$ cat src/rtl/five_sum_accumulator.sv
// Frame accumulator: sums 5-bit operands until in_last or MAX_OPS, then holds the result.
// Optional FIVE_SUM_ACCUMULATOR_ABORT_EN adds an abort input that drops a frame in progress.
module five_sum_accumulator #(
   parameter int unsigned MAX_OPS = 16
) (
   input  logic       clk,
   input  logic       reset,
`ifdef FIVE_SUM_ACCUMULATOR_ABORT_EN
   input  logic       abort,
`endif
   input  logic       in_valid,
   input  logic [4:0] in_data,
   input  logic       in_last,
   output logic       in_ready,
   output logic       out_valid,
   input  logic       out_ready,
   output logic [8:0] out_sum,
   output logic [4:0] out_count
);

   localparam logic [1:0] IDLE  = 2'd0;
   localparam logic [1:0] ACCUM = 2'd1;
   localparam logic [1:0] DONE  = 2'd2;

   localparam logic [4:0] MaxCnt = 5'(MAX_OPS);

   logic [1:0] state_q, state_d;
   logic [8:0] acc_q, acc_d;
   logic [4:0] cnt_q, cnt_d;
   logic [8:0] sum_q, sum_d;
   logic [4:0] count_q, count_d;
   logic       xfer;
   logic       abort_req;

`ifdef FIVE_SUM_ACCUMULATOR_ABORT_EN
   assign abort_req = abort;
`else
   assign abort_req = 1'b0;
`endif

   assign in_ready  = (state_q != DONE);
   assign out_valid = (state_q == DONE);
   assign out_sum   = sum_q;
   assign out_count = count_q;
   assign xfer      = in_valid & in_ready;

   always_comb begin
      state_d = state_q;
      acc_d   = acc_q;
      cnt_d   = cnt_q;
      sum_d   = sum_q;
      count_d = count_q;
      case (state_q)
         IDLE: begin
            if (xfer) begin
               acc_d   = {4'b0, in_data};
               cnt_d   = 5'd1;
               state_d = in_last ? DONE : ACCUM;
            end
         end
         ACCUM: begin
            // Abort wins over a same-cycle operand, which is simply dropped.
            if (abort_req) begin
               acc_d   = 9'd0;
               cnt_d   = 5'd0;
               state_d = IDLE;
            end else if (xfer) begin
               acc_d = acc_q + {4'b0, in_data};
               cnt_d = cnt_q + 5'd1;
               if (in_last || (cnt_d == MaxCnt)) begin
                  state_d = DONE;
               end
            end
         end
         DONE: begin
            if (out_ready) begin
               state_d = IDLE;
            end
         end
         default: state_d = IDLE;
      endcase
      // Result registers only load on entry to DONE so they hold between frames.
      if ((state_d == DONE) && (state_q != DONE)) begin
         sum_d   = acc_d;
         count_d = cnt_d;
      end
   end

   always_ff @(posedge clk) begin
      if (reset) begin
         state_q <= IDLE;
         acc_q   <= 9'd0;
         cnt_q   <= 5'd0;
         sum_q   <= 9'd0;
         count_q <= 5'd0;
      end else begin
         state_q <= state_d;
         acc_q   <= acc_d;
         cnt_q   <= cnt_d;
         sum_q   <= sum_d;
         count_q <= count_d;
      end
   end

endmodule

$ cat config.mk
export PLATFORM = sky130hd
export DESIGN_NAME = five_sum_accumulator
export DESIGN_NICKNAME = d
export VERILOG_FILES = /design/src/rtl/five_sum_accumulator.sv
export SDC_FILE = /design/constraint.sdc
export NUM_CORES = 1
export LEC_CHECK = 0
export CORE_ASPECT_RATIO = 0.6
export CORE_MARGIN = 4
export CORE_UTILIZATION = 50
export CTS_BUF_LIST = sky130_fd_sc_hd__clkbuf_4 sky130_fd_sc_hd__clkbuf_8 sky130_fd_sc_hd__clkbuf_16
export CTS_CLUSTER_DIAMETER = 40
export DETAILED_ROUTE_END_ITERATION = 6
export MAX_ROUTING_LAYER = met4
export PLACE_DENSITY = 0.75
export SLEW_MARGIN = 20
export SYNTH_ARGS = -nofsm -noshare
export SYNTH_HDL_FRONTEND = slang
export SYNTH_SLANG_ARGS = --single-unit
$ cat constraint.sdc
create_clock -name clk -period 6.12 [get_ports clk]
set_clock_uncertainty 0.1 [all_clocks]
set_input_delay 1.836 -clock clk [delete_from_list [all_inputs] [get_ports clk]]
set_output_delay 1.836 -clock clk [all_outputs]
set_load 0.05 [all_outputs]
# Word-level counts from Yosys, hierarchy flattened
# Index checks and enable logic that the tools add are counted.
[classes]
n_bitwise = 1
n_mux = 12
addsub = 2
n_reduce_logical = 3
n_eq_ne = 5
[op_table]
columns = ["operator", "n"]
rows = [
  ["two-way mux 9 bit", 2],
  ["one-hot mux 9 bit (2 select lines)", 1],
  ["two-way mux 2 bit", 5],
  ["two-way mux 5 bit", 2],
  ["one-hot mux 5 bit (2 select lines)", 1],
  ["adder 9 x 5 -> 9 bit", 1],
  ["one-hot mux 2 bit (3 select lines)", 1],
  ["adder 5 x 1 -> 5 bit (second input constant)", 1],
  ["== test 5 bit (second input constant)", 1],
  ["== test 2 bit (second input constant)", 2],
  ["== test 2 x 1 -> 1 bit (second input constant)", 1],
  ["logical NOT 2 bit", 1],
  ["!= test 2 bit (second input constant)", 1],
  ["bitwise AND 1 bit", 1],
  ["logical AND 1 bit", 1],
  ["logical OR 1 bit", 1],
]
[totals]
output_inout_bits = 16
elab_cells = 28
reg_bits = 30

# Logic depth before layout (Yosys ltp)
[logic_depth]
word_depth = 8
mapped_depth = 11
mapped_depth_nobuf = 9

# Least setup slack after synthesis
# No wires, ideal clock.
[synth_path]
kind = "reg2out"
start = "reg state_q[0]"
end = "out out_valid"
arrival_time_ps = 1601
path_slack_ps = 2583
n_path_buf = 2
stages_incl_launch_ff = 6
cell_sequence = "dfxtp_1 > clkbuf_2 > inv_2 > clkbuf_1 > nand2_1 > inv_1"
[synth_via]
elab_chain_len = 1
[synth_lines]
columns = ["element", "line", "rtl"]
rows = [
  ["from (decl)", "27", "logic [1:0] state_q, state_d;"],
  ["from (signal assigned)", "97", "state_q <= state_d;"],
  ["== test 2 bit", "42", "assign out_valid = (state_q == DONE);"],
  ["to (decl)", "15", "output logic out_valid,"],
]
# Every way passes these cells.

# Final worst setup path
[layout_path]
start = "reg state_q[0]"
end = "out in_ready"
[layout_via]
elab_chain_len = 1
[layout_lines]
columns = ["element", "line", "rtl"]
rows = [
  ["!= test 2 bit", "41", "assign in_ready = (state_q != DONE);"],
  ["to (decl)", "14", "output logic in_ready,"],
]
# Every way passes these cells.

==> run summary <==
Outcome = completed
CP Data Required Time = 4.18 ns
Setup Viol. Count Final = 0
CTS tree = done
Num rows = 16
Final HPWL DP = 2750 um
Post-CTS Resized = 0
WL/cell = 14.5 um
Worst skew pair latency = 0.29 ns
Vias per cell = 5.64
Cell Area, Synth = 1690 um2
Global placement routability congestion = 0.836
R2R setup slack = 3.88 ns
CTS clk-pin slew, worst paths = 0.06 ns
Syn nets = 220
Placed insts = 261
Crit path cell chain = inv_2, nand2_1, clkdlybuf4s50_1
Setup TNS = 0 ns
Synth warn = 0
RSZ-0062 raised after global routing = no
H-tree levels = 2
Clock Path Buffers = 2
DRC = 0
First-pass DRT Iterations = 4
Port-buffer cells = 25
Worst Tran Pin Value = 0.688 ns
# IOs = 26
CTS sink count = 30
Total design power = 495 uW
Synthesized instance count = 202
Die width = 83.0 um
Crit path launch type = flip-flop
Die ar. = 4400 um2
Critical Path AT = 2.32 ns
GRT overflow = 0
Num CTS Buffers = 5
Worst setup EP type = primary output
First-pass GRT wire length = 6550 um
Initial Util = 52.1%
Rel. slew slack = 54.1%
Worst VDD drop = 0.152 mV
Gr usage total = 19.7%
Core Area = 3240 um2
Worst-path fanout max = 15
Max-cap viol count = 0
Fin nets = 241
P_leak = 0.801 nW
Slowest cell on the critical path = clkdlybuf4s50_1
Via Count = 1518
Largest net degree at the start of global routing = 33
Root buf cell = clkbuf_8
Tightest Hold Check Type = flip-flop to flip-flop
Post-synthesis register bit count = 30
CP Class = flip-flop to primary output
Initial antenna violation count = 0
Antenna cell count = 0
Syn-to-layout area delta = 21.4%
Die Ht = 53.0 um
Avg Synthesized Cell Area = 8.36 um2
Fmax achieved = 235 MHz
Max Transition Viols Final = 0
Hold buffers post-CTS = 0
Drt first-iter violations = 88
Final Hold Fails = 0
Antenna Nets Post-Route = 0
Total wire length = 3910 um
Sequential share of the synthesized area = 35.6%
Ratio of cells with drive above 1 in the final layout = 6.70%
Part of the cycle the worst path needs = 69.5%
Pwr Density = 241 nW/um2
Max stage delay on crit path = 0.83 ns
Tmin final = 4.26 ns
Non-filler cells, final = 269
Netlist cell types = 43
Vias in the first global route = 1414
Post-CTS Setup Bufs = 0
## cell usage after synthesis (all sizes together)
library cell	number	area share (%)
a211oi	4	1.8
a21o	1	0.44
a21oi	20	5.9
a22oi	1	0.44
a31oi	2	0.74
a32oi	1	1.6
a41oi	2	1.0
and2	2	0.74
and3	2	1.0
buf	1	0.67
clkbuf	10	2.3
dfxtp	30	36
fa	1	1.2
ha	7	5.2
inv	7	1.6
mux2	1	0.67
mux2i	13	7.9
nand2	14	3.1
nand2b	8	3.0
nand3	4	1.2
nand3b	5	2.2
nor2	27	6.0
nor2b	6	2.7
nor3	4	1.2
nor3b	2	0.89
o2111a	1	0.67
o21ai	11	3.3
o221ai	1	0.52
o2bb2ai	2	1.0
o311ai	1	0.52
o31a	2	1.0
o31ai	2	0.89
or2	3	1.1
or3	1	0.37
xnor2	1	0.52
xor2	2	1.0
## worst max-delay path, delay by kind of cell, from the launching register on
| family | cells | cell delay [ns] |
|---|---|---|
| and+or+nand+nor | 1 | 0.22 |
| buffers and inverters | 2 | 1.07 |
| DFF | 1 | 0.74 |
## through the flow
step	hold slack, ns	worst slack [ns]	area, um2	util, %
6_report	0.364	1.86	2050	63.2
3_3_place_gp	0.345	1.96	1950	60.0
3_5_place_dp	0.346	1.91	1950	60.0
5_1_grt	0.383	1.75	2050	63.2
2_1_floorplan	0.365	2.58	1690	-
4_1_cts	0.366	1.86	2060	63.4
## final cells by class
| type | count | area, um2 |
|---|---|---|
| Fill cell | 284 | 1190 |
| Sequential cell | 30 | 601 |
| Tap cell | 45 | 56.3 |
| Inverter | 7 | 26.3 |
| Clock buffer | 8 | 110 |
| Timing Repair Buffer | 25 | 245 |
| Multi-Input combinational cell | 154 | 1010 |
## cell usage in the layout (no fill, tap or decap), drive strengths merged, types with 2 or more instances in the layout
cell type,synthesis,routed
dfxtp,30,30
nor2,27,27
clkdlybuf4s50,0,24
a21oi,20,20
nand2,14,14
mux2i,13,13
o21ai,11,11
nand2b,8,8
clkbuf,10,8
ha,7,7
inv,7,7
nor2b,6,6
nand3b,5,5
a211oi,4,4
nor3,4,4
nand3,4,4
or2,3,3
nor3b,2,2
xor2,2,2
o2bb2ai,2,2
a41oi,2,2
a31oi,2,2
o31a,2,2
o31ai,2,2
and2,2,2
and3,2,2
## cells by family (layout without fill, tap and decap cells)
logic type | count (synthesis) | after routing | synth area share (%)
AO/OA/AOI/OAI | 51 | 51 | 19.9
XOR/XNOR | 3 | 3 | 1.56
adder cells (fa/ha/maj) | 8 | 8 | 6.37
buffers and inverters | 18 | 40 | 4.52
flip-flops | 30 | 30 | 35.6
multiplexers | 14 | 14 | 8.59
AND/OR/NAND/NOR | 78 | 78 | 23.5
## sequential cells by signal, summed over array words and instances (netlist names)
name and count:
acc_q 9, cnt_q 5, out_count 5, out_sum 9, state_q 2
## routing by layer
| metal | share of wire, % | wire (um) | up-vias | GRT usage [%] |
|---|---|---|---|---|
| met3 | 6.7 | 261 | 8 | 5.13 |
| met4 | 1.7 | 65 | 0 | 9.24 |
| met2 | 42 | 1640 | 43 | 30.6 |
| met5 | 0 | 0 | - | - |
| li1 | - | - | 751 | - |
| met1 | 50 | 1950 | 716 | 24.5 |
## power by group
part	leakage, nW	internal [mW]	switching [mW]
Clock	0.0575	0.113	0.0759
Sequential	0.244	0.203	0.00944
Combinational	0.499	0.0364	0.0562
Total	0.801	0.353	0.142
## worst paths after layout
check / from / to / cells past startpoint
worst max-delay path: state_q[0]$_SDFF_PP0_ / in_ready / 3
worst min register to register: out_sum[8]$_SDFFE_PP0P_ / out_sum[8]$_SDFFE_PP0P_ / 1
worst min-delay path: out_sum[8]$_SDFFE_PP0P_ / out_sum[8]$_SDFFE_PP0P_ / 1
worst max register to register: state_q[1]$_SDFF_PP0_ / out_sum[1]$_SDFFE_PP0P_ / 5
(Power assumes the default switching activity.)
